**src/rtl/pipe_pkg.sv**
```systemverilog
// Shared constants and types for pipeline stage boundary registers.
package pipe_pkg;

  localparam int DATA_W_DEF = 72;
  localparam int PC_W_DEF   = 32;
  localparam int EXC_W_DEF  = 4;

  // All-ones exception code marks a clean beat.
  localparam logic [EXC_W_DEF-1:0] EXC_NONE = 4'b1111;

  // Skid buffer occupancy.
  typedef enum logic [1:0] {
    OCC_EMPTY = 2'd0,
    OCC_ONE   = 2'd1,
    OCC_TWO   = 2'd2
  } occ_e;

endpackage

```
**src/rtl/pipe_stage_buf_if.sv**
```systemverilog
// Handshake, payload and exception-record signals of a pipeline stage boundary.
interface pipe_stage_buf_if #(
  parameter int DATA_W = pipe_pkg::DATA_W_DEF,
  parameter int PC_W   = pipe_pkg::PC_W_DEF,
  parameter int EXC_W  = pipe_pkg::EXC_W_DEF
);
  logic              i_valid;
  logic              o_ready;
  logic [DATA_W-1:0] i_data;
  logic [PC_W-1:0]   i_pc;
  logic [EXC_W-1:0]  i_exc_code;
  logic              i_flush;
  logic              o_valid;
  logic              i_ready;
  logic [DATA_W-1:0] o_data;
  logic              o_flush_upstream;
  logic              o_exc_valid;
  logic [EXC_W-1:0]  o_exc_code;
  logic [PC_W-1:0]   o_exc_pc;
  logic              i_exc_ack;

  // Stage side.
  modport slave (
    input  i_valid, i_data, i_pc, i_exc_code, i_flush, i_ready, i_exc_ack,
    output o_ready, o_valid, o_data, o_flush_upstream,
           o_exc_valid, o_exc_code, o_exc_pc
  );

  // Surrounding pipeline side.
  modport master (
    output i_valid, i_data, i_pc, i_exc_code, i_flush, i_ready, i_exc_ack,
    input  o_ready, o_valid, o_data, o_flush_upstream,
           o_exc_valid, o_exc_code, o_exc_pc
  );
endinterface

```
**src/rtl/pipe_stage_buf_skid_buf.sv**
```systemverilog
// Two-entry skid buffer: main entry drives the output, skid entry holds the
// next-oldest beat. Ready is decoded from occupancy only, so no combinational
// path exists from downstream ready to upstream ready.
module skid_buf
  import pipe_pkg::*;
#(
  parameter int W = 8
) (
  input  logic         i_clk,
  input  logic         i_rst,
  input  logic         i_valid,
  output logic         o_ready,
  input  logic [W-1:0] i_data,
  input  logic         i_flush,
  output logic         o_valid,
  input  logic         i_ready,
  output logic [W-1:0] o_data
);

  occ_e         occ, occ_nxt;
  logic [W-1:0] main_q, skid_q;
  logic         acc, emit;
  logic         ld_main_in, ld_main_skid, ld_skid_in;

  assign o_ready = (occ != OCC_TWO);
  assign o_valid = (occ != OCC_EMPTY);
  assign o_data  = main_q;
  assign acc     = i_valid && o_ready;
  assign emit    = o_valid && i_ready;

  // Occupancy state register.
  always_ff @(posedge i_clk or posedge i_rst) begin
    if (i_rst) occ <= OCC_EMPTY;
    else       occ <= occ_nxt;
  end

  // Next occupancy and entry load selects; flush empties and suppresses loads.
  always_comb begin
    occ_nxt      = occ;
    ld_main_in   = 1'b0;
    ld_main_skid = 1'b0;
    ld_skid_in   = 1'b0;
    case (occ)
      OCC_EMPTY: begin
        if (acc) begin
          occ_nxt    = OCC_ONE;
          ld_main_in = 1'b1;
        end
      end
      OCC_ONE: begin
        if (acc && !emit) begin
          occ_nxt    = OCC_TWO;
          ld_skid_in = 1'b1;
        end else if (emit && !acc) begin
          occ_nxt = OCC_EMPTY;
        end else if (acc && emit) begin
          ld_main_in = 1'b1;
        end
      end
      OCC_TWO: begin
        if (emit) begin
          occ_nxt      = OCC_ONE;
          ld_main_skid = 1'b1;
        end
      end
      default: occ_nxt = OCC_EMPTY;
    endcase
    if (i_flush) begin
      occ_nxt      = OCC_EMPTY;
      ld_main_in   = 1'b0;
      ld_main_skid = 1'b0;
      ld_skid_in   = 1'b0;
    end
  end

  // Payload entries load only on accept or skid-to-main shift; emit leaves them.
  always_ff @(posedge i_clk or posedge i_rst) begin
    if (i_rst) begin
      main_q <= '0;
      skid_q <= '0;
    end else begin
      if (ld_main_in)        main_q <= i_data;
      else if (ld_main_skid) main_q <= skid_q;
      if (ld_skid_in)        skid_q <= i_data;
    end
  end

endmodule

```
**src/rtl/pipe_stage_buf.sv**
```systemverilog
// Pipeline stage boundary register: skid buffer for the payload plus a
// sticky first-fault record and a same-cycle upstream flush request.
module pipe_stage_buf #(
  parameter int               DATA_W   = pipe_pkg::DATA_W_DEF,
  parameter int               PC_W     = pipe_pkg::PC_W_DEF,
  parameter int               EXC_W    = pipe_pkg::EXC_W_DEF,
  parameter logic [EXC_W-1:0] EXC_NONE = pipe_pkg::EXC_NONE
) (
  input logic              i_clk,
  input logic              i_rst,
  pipe_stage_buf_if.slave  bus
);

  logic             skid_rdy;
  logic             rdy;
  logic             beat_clean;
  logic             fault_acc;
  logic             exc_valid_q;
  logic [EXC_W-1:0] exc_code_q;
  logic [PC_W-1:0]  exc_pc_q;

  // A pending record blocks intake so only the first fault is ever captured.
  assign rdy        = skid_rdy && !exc_valid_q;
  assign beat_clean = (bus.i_exc_code == EXC_NONE);
  // A flushed beat is discarded outright, even if it faults.
  assign fault_acc  = bus.i_valid && rdy && !bus.i_flush && !beat_clean;

  assign bus.o_ready          = rdy;
  assign bus.o_flush_upstream = fault_acc;
  assign bus.o_exc_valid      = exc_valid_q;
  assign bus.o_exc_code       = exc_code_q;
  assign bus.o_exc_pc         = exc_pc_q;

  skid_buf #(.W(DATA_W)) u_skid (
    .i_clk   (i_clk),
    .i_rst   (i_rst),
    .i_valid (bus.i_valid && rdy && beat_clean && !bus.i_flush),
    .o_ready (skid_rdy),
    .i_data  (bus.i_data),
    .i_flush (bus.i_flush),
    .o_valid (bus.o_valid),
    .i_ready (bus.i_ready),
    .o_data  (bus.o_data)
  );

  // Sticky exception record: load on first fault, clear valid on ack, keep code/pc.
  always_ff @(posedge i_clk or posedge i_rst) begin
    if (i_rst) begin
      exc_valid_q <= 1'b0;
      exc_code_q  <= EXC_NONE;
      exc_pc_q    <= '0;
    end else if (fault_acc) begin
      exc_valid_q <= 1'b1;
      exc_code_q  <= bus.i_exc_code;
      exc_pc_q    <= bus.i_pc;
    end else if (bus.i_exc_ack) begin
      exc_valid_q <= 1'b0;
    end
  end

endmodule

```
**src/flat_wrapper.sv**
```systemverilog
// flat-port wrapper written by rule: the top's interface ports become plain ports
module pipe_stage_buf_flat 
#(
  parameter int               DATA_W   = pipe_pkg::DATA_W_DEF,
  parameter int               PC_W     = pipe_pkg::PC_W_DEF,
  parameter int               EXC_W    = pipe_pkg::EXC_W_DEF,
  parameter logic [EXC_W-1:0] EXC_NONE = pipe_pkg::EXC_NONE
)
  (i_clk, i_rst, bus_i_valid, bus_i_data, bus_i_pc, bus_i_exc_code, bus_i_flush, bus_i_ready, bus_i_exc_ack, bus_o_ready, bus_o_valid, bus_o_data, bus_o_flush_upstream, bus_o_exc_valid, bus_o_exc_code, bus_o_exc_pc);
  pipe_stage_buf_if #(.DATA_W(DATA_W), .PC_W(PC_W), .EXC_W(EXC_W)) bus_i ();
  input logic i_clk;
  input logic i_rst;
  input wire logic [$bits(bus_i.i_valid)-1:0] bus_i_valid;
  input wire logic [$bits(bus_i.i_data)-1:0] bus_i_data;
  input wire logic [$bits(bus_i.i_pc)-1:0] bus_i_pc;
  input wire logic [$bits(bus_i.i_exc_code)-1:0] bus_i_exc_code;
  input wire logic [$bits(bus_i.i_flush)-1:0] bus_i_flush;
  input wire logic [$bits(bus_i.i_ready)-1:0] bus_i_ready;
  input wire logic [$bits(bus_i.i_exc_ack)-1:0] bus_i_exc_ack;
  output wire logic [$bits(bus_i.o_ready)-1:0] bus_o_ready;
  output wire logic [$bits(bus_i.o_valid)-1:0] bus_o_valid;
  output wire logic [$bits(bus_i.o_data)-1:0] bus_o_data;
  output wire logic [$bits(bus_i.o_flush_upstream)-1:0] bus_o_flush_upstream;
  output wire logic [$bits(bus_i.o_exc_valid)-1:0] bus_o_exc_valid;
  output wire logic [$bits(bus_i.o_exc_code)-1:0] bus_o_exc_code;
  output wire logic [$bits(bus_i.o_exc_pc)-1:0] bus_o_exc_pc;
  assign bus_i.i_valid = bus_i_valid;
  assign bus_i.i_data = bus_i_data;
  assign bus_i.i_pc = bus_i_pc;
  assign bus_i.i_exc_code = bus_i_exc_code;
  assign bus_i.i_flush = bus_i_flush;
  assign bus_i.i_ready = bus_i_ready;
  assign bus_i.i_exc_ack = bus_i_exc_ack;
  assign bus_o_ready = bus_i.o_ready;
  assign bus_o_valid = bus_i.o_valid;
  assign bus_o_data = bus_i.o_data;
  assign bus_o_flush_upstream = bus_i.o_flush_upstream;
  assign bus_o_exc_valid = bus_i.o_exc_valid;
  assign bus_o_exc_code = bus_i.o_exc_code;
  assign bus_o_exc_pc = bus_i.o_exc_pc;
  pipe_stage_buf #(.DATA_W(DATA_W), .PC_W(PC_W), .EXC_W(EXC_W), .EXC_NONE(EXC_NONE)) u_core (.i_clk(i_clk), .i_rst(i_rst), .bus(bus_i));
endmodule
```
**config.mk**
```make
export PLATFORM = sky130hd
export DESIGN_NAME = pipe_stage_buf_flat
export DESIGN_NICKNAME = d
export VERILOG_FILES = /design/src/rtl/pipe_pkg.sv /design/src/rtl/pipe_stage_buf_if.sv /design/src/rtl/pipe_stage_buf_skid_buf.sv /design/src/rtl/pipe_stage_buf.sv /design/src/flat_wrapper.sv
export SDC_FILE = /design/constraint.sdc
export NUM_CORES = 1
export LEC_CHECK = 0
export ABC_AREA = 1
export BUFFER_PORTS_ARGS = -buffer_cell sky130_fd_sc_hd__buf_2
export CORE_MARGIN = 3
export CORE_UTILIZATION = 53
export DETAILED_ROUTE_END_ITERATION = 16
export HOLD_SLACK_MARGIN = 0.06
export PLACE_DENSITY = 0.84
export SLEW_MARGIN = 30
export SYNTH_ARGS = -nofsm -noshare
export SYNTH_HDL_FRONTEND = slang
export SYNTH_SLANG_ARGS = --single-unit
```
**constraint.sdc**
```tcl
create_clock -name i_clk -period 6.1 [get_ports i_clk]
set_clock_uncertainty 0.2 [all_clocks]
set_input_delay 0.305 -clock i_clk [delete_from_list [all_inputs] [get_ports i_clk]]
set_output_delay 0.305 -clock i_clk [all_outputs]
set_load 0.03 [all_outputs]
```
# After elaboration in Yosys (flattened, before gate mapping)
# Cells that the tools add are included.
[word_totals]
out_inout_bits = 112
regBits = 183
wordCells = 56
[op_classes]
muxes = 22
n_eq_ne = 7
n_reduce_logical = 21
[op_table]
columns = ["op", "n"]
rows = [
  ["72-bit two-way mux", 2],
  ["1-bit two-way mux", 13],
  ["1-bit logical AND", 11],
  ["2-bit two-way mux", 5],
  ["3-bit != test (second input constant)", 2],
  ["2-bit one-hot mux with 3 select lines", 1],
  ["2-bit nonzero test", 3],
  ["1-bit zero test", 5],
  ["4-bit equality test (second input constant)", 1],
  ["4-bit != test (second input constant)", 1],
  ["3-bit AND reduction", 1],
  ["2-bit by 1-bit equality test with 1-bit output (second input constant)", 1],
  ["2-bit equality test (second input constant)", 1],
  ["2-bit zero test", 1],
  ["2-bit != test (second input constant)", 1],
  ["1-bit one-hot mux with 2 select lines", 1],
]

# Longest topological paths before layout
# Gate-level depths: netlist of the first run.
[logic_depth]
depth_word = 13
mapped_depth = 12
ltp_nobuf = 11

# Hierarchy
# Synthesis of the first run repeated with hierarchy kept, for this count alone.
[hier_totals]
hier_cells = 1141
hier_area_um2 = 8788.4
[by_module_without_submodules]
columns = ["module", "instances", "area_per_inst_um2", "seq_area_each_um2", "cells_per_inst"]
rows = [
  ["skid_buf", 1, 7258.2, 3653.5, 969],
  ["pipe_stage_buf", 1, 1530.2, 930.9, 172],
]

# Worst setup path before layout of the first run
# OpenSTA, ideal clock, no wires.
[synth_path]
path_kind = "register to register"
from = "reg u_core.exc_valid_q, in the netlist u_core.bus.o_exc_valid"
to = "reg u_core.u_skid.skid_q[19]"
setup_slack_ns = 3.763
stages_incl_launch_ff = 10
required_time_ns = 5.770
setup_time_ns = 0.130
arrival_time_ns = 2.007
cell_sequence = "dfrtp_1 > a21oi_4 > nand2_1 > nor2_1 > ha_1 > nand3_1 > buf_4 > buf_2 > nand2_1 > o21ai_0"
[synth_between]
elab_chain_len = 10
[synth_lines]
columns = ["element", "line_no", "text"]
rows = [
  ["from (decl)", "pipe_stage_buf.sv:18", "logic exc_valid_q;"],
  ["from (signal assigned)", "pipe_stage_buf.sv:49", "exc_valid_q <= 1'b0;"],
  ["from (signal assigned)", "pipe_stage_buf.sv:53", "exc_valid_q <= 1'b1;"],
  ["from (signal assigned)", "pipe_stage_buf.sv:57", "exc_valid_q <= 1'b0;"],
  ["1-bit zero test", "pipe_stage_buf.sv:23", "assign rdy = skid_rdy && !exc_valid_q;"],
  ["1-bit logical AND", "pipe_stage_buf.sv:23", ""],
  ["named net bus_o_ready", "flat_wrapper.sv:20", "output wire logic [$bits(bus_i.o_ready)-1:0] bus_o_ready;"],
  ["1-bit logical AND (3 in series)", "pipe_stage_buf.sv:37", ".i_valid (bus.i_valid && rdy && beat_clean && !bus.i_flush),"],
  ["1-bit logical AND", "pipe_stage_buf_skid_buf.sv:28", "assign acc = i_valid && o_ready;"],
  ["1-bit logical AND", "pipe_stage_buf_skid_buf.sv:51", "if (acc && !emit) begin"],
  ["1-bit two-way mux", "pipe_stage_buf_skid_buf.sv:51", ""],
  ["1-bit two-way mux", "pipe_stage_buf_skid_buf.sv:43", "case (occ)"],
  ["1-bit two-way mux", "pipe_stage_buf_skid_buf.sv:68", "if (i_flush) begin"],
  ["to (signal assigned)", "pipe_stage_buf_skid_buf.sv:84", "if (ld_skid_in) skid_q <= i_data;"],
  ["to (decl)", "pipe_stage_buf_skid_buf.sv:21", "logic [W-1:0] main_q, skid_q;"],
]
# The timed path passes the listed nets, and every way through them passes these cells.
# A chain may end at the register's enable or synchronous reset.

# Worst setup path after layout of the first run
[layout_path]
from = "in bus_i_exc_code[0]"
to = "reg u_core.u_skid.main_q[69], in the netlist u_core.u_skid.o_data[69]"
[layout_between]
elab_chain_len = 11
elab_cells_between_ends = 16
classes_between = "1 x eq/ne; 7 x mux; 8 x reduce/logical"
[layout_lines]
columns = ["element", "line_no", "text"]
rows = [
  ["from (decl)", "flat_wrapper.sv:16", "input wire logic [$bits(bus_i.i_exc_code)-1:0] bus_i_exc_code;"],
  ["4-bit equality test *", "pipe_stage_buf.sv:24", "assign beat_clean = (bus.i_exc_code == EXC_NONE);"],
  ["1-bit logical AND * (2 in series)", "pipe_stage_buf.sv:37", ""],
  ["1-bit logical AND *", "pipe_stage_buf_skid_buf.sv:28", ""],
  ["1-bit logical AND / 1-bit zero test (equally long branches)", "pipe_stage_buf_skid_buf.sv:56, pipe_stage_buf_skid_buf.sv:54", ""],
  ["1-bit two-way mux / 1-bit logical AND (equally long branches)", "pipe_stage_buf_skid_buf.sv:56, pipe_stage_buf_skid_buf.sv:54", ""],
  ["1-bit two-way mux", "pipe_stage_buf_skid_buf.sv:54", "end else if (emit && !acc) begin"],
  ["1-bit two-way mux", "pipe_stage_buf_skid_buf.sv:51", ""],
  ["1-bit one-hot mux with 2 select lines *", "pipe_stage_buf_skid_buf.sv:43", ""],
  ["1-bit two-way mux *", "pipe_stage_buf_skid_buf.sv:68", ""],
  ["72-bit two-way mux / 2-bit nonzero test (equally long branches)", "-", ""],
  ["to (signal assigned)", "pipe_stage_buf_skid_buf.sv:82", "if (ld_main_in) main_q <= i_data;"],
  ["to (signal assigned)", "pipe_stage_buf_skid_buf.sv:83", "else if (ld_main_skid) main_q <= skid_q;"],
  ["to (decl)", "pipe_stage_buf_skid_buf.sv:21", ""],
]
# Mark *: on every way between the ends. The rest lies on a longest branch, timed or not.

==> results by group, run 1 <==
STA
  • Relative max-transition margin: 34.4%
  • Tightest Pin Transition: 0.982 ns
  • Final Slew Violations: 0
  • Final hold viol count: 0
  • Fin crit share: 64.4%
  • Worst Hold Slack: approximately 0.20 ns
  • Final setup vio count: 0
  • Sum of negative setup slack: 0 ns
  • Setup repair after global routing missed its margin: no
  • Max Freq: 255 MHz
  • Min Tclk post-route: 3.93 ns

Yosys
  • Syn Area/Cell: 7.88 um^2
  • Async SR Flop Fraction: 100%
  • Total nets after synthesis: between 1000 and 1500
  • Number of storage elements in the synthesis netlist: 183
  • Most numerous cell in the Yosys netlist: nand2_1
  • Synth cell count leaders: nand2_1, dfrtp_1, nand3_1
  • Ys flop type: dfrtp_1
  • Synth warn: 0
  • Share of synthesized area occupied by flip-flops and latches: approximately 56%
  • Netlist area before placement: 8250 um^2
  • Most area-consuming cells after synthesis: dfrtp_1, nand2_1, nand3_1
  • Fraction of synthesized cell area taken by the top area cell type: around 54%
  • Number of enable flip-flop cells after synthesis: 0
  • Yosys cell types: 20
  • Post-synthesis cell type with the largest combined area: dfrtp_1
  • Number of instances in the synthesized netlist: 1047

Floorplanning
  • Rows: 44
  • Total die area: 17100 um^2
  • IO Count: about 230
  • Core region area: 14900 um^2
  • Starting density of the core: between 50% and 60%
  • Die X-Extent: 131 um
  • Die span in y: 131 um

Global route
  • Maximum number of pins on one net before global-route repair: 80
  • Wire length of the first global-routing pass: 38900 um
  • Remaining Overflow, GRT: 0
  • GRT Overall Usage: between 20% and 30%
  • Via count of the first global-routing pass: 7991
  • Number of antenna violations at the first check in global routing: 1

Route
  • Vias per Instance: 5.22
  • Final antenna-violating net count: 0
  • Initial DRC Count: 736
  • DRC violations left: 0
  • Post-detailed-route wirelength per cell: 15.7 um
  • Via count: between 8000 and 9000
  • Total Wirelength: 24300 um
  • Drt first pass iters: 5

Cells and area
  • Layout Cells excl Fill: 1543
  • Layout cells sized above 1: 20.5%
  • Area grow syn2layout: 34.0%
  • Final layout net count: 1461

Clock network
  • Clock slew at reported path FFs: 0.07 ns
  • Clock tree from TritonCTS: done
  • Maximum count of clock buffers along a single path: 2
  • Setup fix buffers added after clock tree synthesis: 0
  • Number of buffers added by the clock tree synthesis step: 17
  • Number of sinks driven by the clock tree: 183
  • Clk Latency, worst-skew pair: between 0.4 and 0.5 ns
  • Root Buffer: clkbuf_16
  • CTS HTree Levels: 4

Worst setup path
  • Worst path arrival time: 4.04 ns
  • Type of the worst setup path: input port to flip-flop
  • CP Data Required Time: 6.21 ns
  • Critical path capture point type: flip-flop
  • Worst setup SP type: input port
  • Maximum fanout encountered on the critical timing path: 76

Place
  • Post-placement cell count: 1399
  • RePlAce Congestion: 0.832
  • Number of I/O port buffers: between 200 and 250
  • Final HPWL DP: 13100 um

Flow run
  • Max-cap violation count: 0

Pwr
  • Worst vdd rail ir drop: slightly above 0.0002 V
  • Power per standard cell area: 303 nW/um^2
  • Overall power: 3.35 mW
  • P_leak: 6.34 nW

Status
  • Result of the run: finished clean

Hold path
  • Kind of path behind the tightest hold check: input port to flip-flop
critical path: stages:
cell and delay (ns):
dlygate4sd3_1 0.56, buf_2 0.14, nand2_1 0.07, nor2_1 0.23, inv_1 0.07, nor2_1 0.20, ha_1 0.18, nand2_1 0.06
nand2_2 0.06, buf_4 0.65, nand2_4 0.62, buf_4 0.56, nand3_1 0.18, nand2_1 0.06
layout by cell type, fill, tap and decap left out, drive strengths merged:
cell,count
inv,89
buf,234
nand4,2
o31ai,1
nand2,464
o21ai,76
nand3,146
dfstp,4
dfrtp,179
ha,2
a21oi,2
clkbuf,18
bufinv,2
diode,1
nor2,19
dlygate4sd3,111
clkinv,5
clkinvlp,4
path summary, 6_finish.rpt:
path / startpoint / to / slack (ns) / cells past startpoint
worst max-delay path: bus_i_exc_code[0] / u_core.u_skid.o_data[69]$_DFFE_PP0P_ / 2.17 / 14
worst min-delay path: bus_i_flush / u_core.u_skid.occ[0]$_DFFE_PP0P_ / 0.20 / 4
worst max register to register: u_core.u_skid.occ[0]$_DFFE_PP0P_ / u_core.u_skid.o_data[69]$_DFFE_PP0P_ / 2.22 / 12
worst min register to register: u_core.bus.o_exc_pc[20]$_DFFE_PP0P_ / u_core.bus.o_exc_pc[20]$_DFFE_PP0P_ / 0.27 / 2
max in group asynchronous: i_rst / u_core.u_skid.skid_q[14]$_DFFE_PP0P_ / 4.27 / 4
min in group asynchronous: i_rst / u_core.bus.o_exc_pc[6]$_DFFE_PP0P_ / 0.30 / 3
registers in the layout (all words and copies together), names as in the netlist:
name	cells
u_core.u_skid.skid_q	72
u_core.u_skid.o_data	72
u_core.bus.o_exc_valid	1
u_core.u_skid.occ	2
u_core.bus.o_exc_code	4
u_core.bus.o_exc_pc	32
power by group:
group,total (mW),switching [mW],internal [mW],leakage [nW]
registers,1.47,0.0968,1.37,2.43
logic,0.795,0.543,0.252,3.63
clock network,1.09,0.483,0.608,0.275
layer usage:
metal | GRT usage (%) | wire (um) | share of wire [%]
met5 | 0 | 0 | 0
met3 | 8.29 | 2020 | 8.3
met1 | 36.3 | 9630 | 40
met4 | 12.6 | 778 | 3.2
met2 | 46.6 | 11800 | 49
logic make-up (layout without fill, tap and decap cells):
group / after synthesis / in the layout / share of synthesized area (%)
adder cells (fa/ha/maj): 2 / 2 / 0.303
other: 0 / 1 / 0
flip-flops: 183 / 183 / 55.6
buffers and inverters: 152 / 463 / 8.02
AND/OR/NAND/NOR: 631 / 631 / 31.2
AO/OA/AOI/OAI: 79 / 79 / 4.96
stage by stage:
| stage | setup slack (ns) | utilization (%) | area, um^2 |
|---|---|---|---|
| 2_1_floorplan | 0.630 | - | 8250 |
| 3_3_place_gp | 2.45 | 62.9 | 9360 |
| 3_5_place_dp | 2.35 | 62.9 | 9360 |
| 4_1_cts | 2.30 | 74.3 | 11000 |
| 5_1_grt | 1.95 | 74.4 | 11100 |
| 6_report | 2.17 | 74.4 | 11100 |
repair_timing:
action / in CTS / in global routing
hold endpoints to repair: 236 / 0
hold buffers: 111 / 0
gates resized for setup: 0 / 0
layout make-up:
| cell class | instances | area [um^2] |
|---|---|---|
| multi-input combinational | 712 | 3020 |
| tap | 184 | 230 |
| timing repair buffer | 345 | 2310 |
| antenna | 1 | 2.50 |
| fill | 1019 | 3810 |
| sequential | 183 | 4580 |
| clock inverter | 14 | 151 |
| clock buffer | 18 | 429 |
| inverter | 86 | 328 |
Power figures use the tool's default switching activity.
==> inputs of run 2 (changes only) <==
- ABC_AREA: 1 -> 0
- CORE_UTILIZATION: 53 -> 47
- PLACE_DENSITY: 0.84 -> 0.79
- clock period: 6.1 -> 3.2 ns (I/O delays scaled with it)
==> run 2 against run 1 <==
Total power up 85%; largest cell class unchanged; synthesized area down 1.4%; cell count down 31%; clock power up 99%; synthesized cell count down 53%; worst hold slack worse by 0.085 ns; non-clock buffer count up 6; via count down 33%; critical path depth down 7; first-iteration DRC count down 73%.
==> results by group, run 2 <==
Status
  • Result of the run: finished clean

Global route
  • Maximum number of pins on one net before global-route repair: 81 (+1.3%)
  • Via count of the first global-routing pass: 6157 (-23%)
  • Number of antenna violations at the first check in global routing: 2 (+1)
  • GRT Overall Usage: 21.1% (-7.7 points)
  • Remaining Overflow, GRT: 0 (unchanged)
  • Wire length of the first global-routing pass: 30900 um (-20%)

Yosys
  • Ys flop type: dfrtp_1
  • Yosys cell types: 31 (+55%)
  • Syn Area/Cell: 16.6 um^2 (+110%)
  • Total nets after synthesis: 605 (-48%)
  • Async SR Flop Fraction: 100% (unchanged)
  • Share of synthesized area occupied by flip-flops and latches: 56.3% (+0.77 points)
  • Most area-consuming cells after synthesis: dfrtp_1, mux2_2, mux2_4
  • Fraction of synthesized cell area taken by the top area cell type: 55.0% (+0.75 points)
  • Number of enable flip-flop cells after synthesis: 0 (unchanged)
  • Post-synthesis cell type with the largest combined area: dfrtp_1
  • Synth cell count leaders: dfrtp_1, mux2_2, mux2_4
  • Synth warn: 0 (unchanged)
  • Number of instances in the synthesized netlist: 489 (-53%)
  • Netlist area before placement: 8140 um^2 (-1.4%)
  • Number of storage elements in the synthesis netlist: 183 (unchanged)

Floorplanning
  • Die span in y: 138 um (+5.2%)
  • Die X-Extent: 138 um (+5.2%)
  • Total die area: 18900 um^2 (+11%)
  • IO Count: 226 (unchanged)
  • Rows: 47 (+6.8%)
  • Starting density of the core: 48.6% (-7.0 points)
  • Core region area: 16800 um^2 (+13%)

Hold path
  • Hold_sp: bus_i_valid
  • Cell depth of the worst min-delay path: 4 (unchanged)
  • Worst-case hold path end point: u_core.bus.o_exc_code[1]$_DFFE_PP1P_
  • Kind of path behind the tightest hold check: input port to flip-flop

STA
  • Max Freq: 370 MHz
  • Sum of negative setup slack: 0 ns (unchanged)
  • Tightest Pin Transition: 0.744 ns (-0.239 ns)
  • Min Tclk post-route: 2.70 ns
  • Relative max-transition margin: 50.4% (+16 points)
  • Setup repair after global routing missed its margin: no
  • Worst Hold Slack: 0.115 ns (-0.0855 ns)
  • Fin crit share: 84.5%
  • Final hold viol count: 0 (unchanged)
  • Worst Setup Slack, final: 0.497 ns (-1.68 ns)
  • Final setup vio count: 0 (unchanged)
  • Final Slew Violations: 0 (unchanged)

Worst setup path
  • Critical path capture point type: flip-flop
  • CP Data Required Time: 3.31 ns (-2.90 ns)
  • Type of the worst setup path: flip-flop to flip-flop
  • Maximum fanout encountered on the critical timing path: 40 (-47%)
  • Standard cell with the maximum stage delay on the critical path: buf_4
  • CP cell instances: nor2b_2, nor4_4, ha_1, nand2_1, nor2_4, buf_4, mux2_2
  • Worst setup SP type: flip-flop
  • Worst path arrival time: 2.81 ns (-1.23 ns)
  • Launching point of the worst reg2reg path: u_core.u_skid.occ[1]$_DFFE_PP0P_
  • Reg2reg setup slack: 0.50 ns (-1.72 ns)
  • Number of cells on the worst reg-to-reg path: 7 (-5)
  • Max incr delay on CP: 0.48 ns (-0.17 ns)
  • Reg-to-Reg End: u_core.u_skid.skid_q[15]$_DFFE_PP0P_

Pwr
  • Overall power: 6.21 mW (+85%)
  • Share of total power in the clock network: 35.0% (+2.5 points)
  • Sw Share: 29.2% (-4.3 points)
  • Switching pwr: 1.81 mW (+61%)
  • Power per standard cell area: 555 nW/um^2 (+83%)
  • Power Internal: 4.40 mW (+97%)
  • Worst vdd rail ir drop: 0.000354 V (+73%)
  • Combinational fraction of design power: 22.2% (-1.5 points)
  • P_leak: 5.88 nW (-7.1%)
  • Relative contribution of sequential cells to total power: 42.8% (-1.0 points)

Route
  • Via count: 5420 (-33%)
  • Initial DRC Count: 196 (-73%)
  • Post-detailed-route wirelength per cell: 18.3 um (+16%)
  • Final antenna-violating net count: 0 (unchanged)
  • Vias per Instance: 5.07 (-2.8%)
  • DRC violations left: 0 (unchanged)
  • Drt first pass iters: 4 (-1)
  • Total Wirelength: 19500 um (-19%)

Clock network
  • Total of cells resized after clock tree synthesis: 0 (unchanged)
  • Clock tree from TritonCTS: done
  • Root Buffer: clkbuf_16
  • Setup fix buffers added after clock tree synthesis: 0 (unchanged)
  • Clock slew at reported path FFs: 0.07 ns (about the same)
  • Maximum count of clock buffers along a single path: 2 (unchanged)
  • Hold buffer count at CTS: 116 (+4.5%)
  • CTS HTree Levels: 4 (unchanged)
  • Clk Latency, worst-skew pair: 0.42 ns (about the same)
  • Number of sinks driven by the clock tree: 183 (unchanged)
  • Number of buffers added by the clock tree synthesis step: 17 (unchanged)

Cells and area
  • Layout Cells excl Fill: 1068 (-31%)
  • Final layout net count: 949 (-35%)
  • Commonest non-fill, non-tap cells in the layout: buf_2, mux2_2, dfrtp_1
  • Layout cells sized above 1: 62.2% (+42 points)
  • Total area of multi-input combinational cells: 3290 um^2 (+8.9%)
  • Non-Filler Cell Area, Final: 11200 um^2 (+1.2%)
  • Most common library cell in the layout ignoring fill and taps: buf_2
  • Area taken by flip-flops and latches: 4580 um^2 (unchanged)
  • Area grow syn2layout: 37.5%
  • Post-layout utilization of the core: 66.8% (-7.6 points)
  • Fill cell total of the finished layout: 1160 (+14%)

Place
  • Pre-CTS setup slack: 0.520 ns (-1.83 ns)
  • RePlAce Congestion: 0.743 (-11%)
  • Number of I/O port buffers: 225 (unchanged)
  • Placed instance area: 9410 um^2 (+0.56%)
  • Final HPWL DP: 12300 um (-5.9%)
  • Post-placement cell count: 918 (-34%)

Flow run
  • Max-cap violation count: 0 (unchanged)
-- run 2: cell count changes after synthesis, sizes merged, moves of 4 or more --
cell,delta
nand2,-461
mux2,+248
nand3,-146
inv,-81
o21ai,-76
clkbuf,-33
nor2,-15
buf,-7
o22a,+4
-- run 2: worst max path at each step --
stage	start	to	cells after the start
4_1_cts	u_core.u_skid.occ[1]$_DFFE_PP0P_	u_core.u_skid.skid_q[15]$_DFFE_PP0P_	7
3_3_place_gp	u_core.u_skid.occ[1]$_DFFE_PP0P_	u_core.u_skid.skid_q[31]$_DFFE_PP0P_	7
5_1_grt	u_core.u_skid.occ[1]$_DFFE_PP0P_	u_core.u_skid.skid_q[15]$_DFFE_PP0P_	7
3_5_place_dp	u_core.u_skid.occ[1]$_DFFE_PP0P_	u_core.u_skid.skid_q[15]$_DFFE_PP0P_	7
6_report	u_core.u_skid.occ[1]$_DFFE_PP0P_	u_core.u_skid.skid_q[15]$_DFFE_PP0P_	7
2_1_floorplan	i_rst	u_core.bus.o_exc_pc[0]$_DFFE_PP0P_	1
-- run 2: layer usage --
| metal | global-route usage [%] | wire length (um) | share of wire [%] |
|---|---|---|---|
| met5 | 0 | 0 | 0 |
| met4 | 10.9 | 808 | 4.1 |
| met3 | 4.82 | 906 | 4.6 |
| met2 | 38.4 | 10500 | 54 |
| met1 | 22.8 | 7290 | 37 |
-- run 2: logic make-up (layout without fill, tap and decap cells) --
logic type                 Yosys count  count (layout)  share of synthesized area, %
muxes                              248             248                          37.3
DFF                                183             183                          56.3
buffers and inverters               31             388                          3.40
and+or+nand+nor                     16              16                          1.54
AOI/OAI and AO/OA                    9               9                          1.12
adders and majority gates            2               2                         0.307
other                                0               2                             0
-- run 2: layout make-up --
| type | count | area share, % |
|---|---|---|
| inverters | 5 | 0.201 |
| multi-input cells | 275 | 29.4 |
| flip-flops and latches | 183 | 41.0 |
| repair buffers | 351 | 21.5 |
| well taps | 220 | 2.46 |
| clock inverters | 13 | 1.51 |
| clock buffers | 19 | 3.96 |
| diodes | 2 | 0.0447 |
-- run 2: critical path: cells and delay by family (launching register included) --
family        cells  cell delay [ns]
mux               1             0.41
buf+inv           1             0.48
fa+ha+maj         1             0.23
flops             1             0.38
simple gates      4             0.86
-- run 2: power groups by stage --
stage               combinational (mW)  clock, mW  sequential (mW)
finish                            1.38       2.17             2.66
global route                      1.45       2.32             2.69
CTS                               1.37       2.22             2.65
detailed placement                1.25          0             2.69
global placement                  1.21          0             2.68
floorplan                        0.417          0             3.12
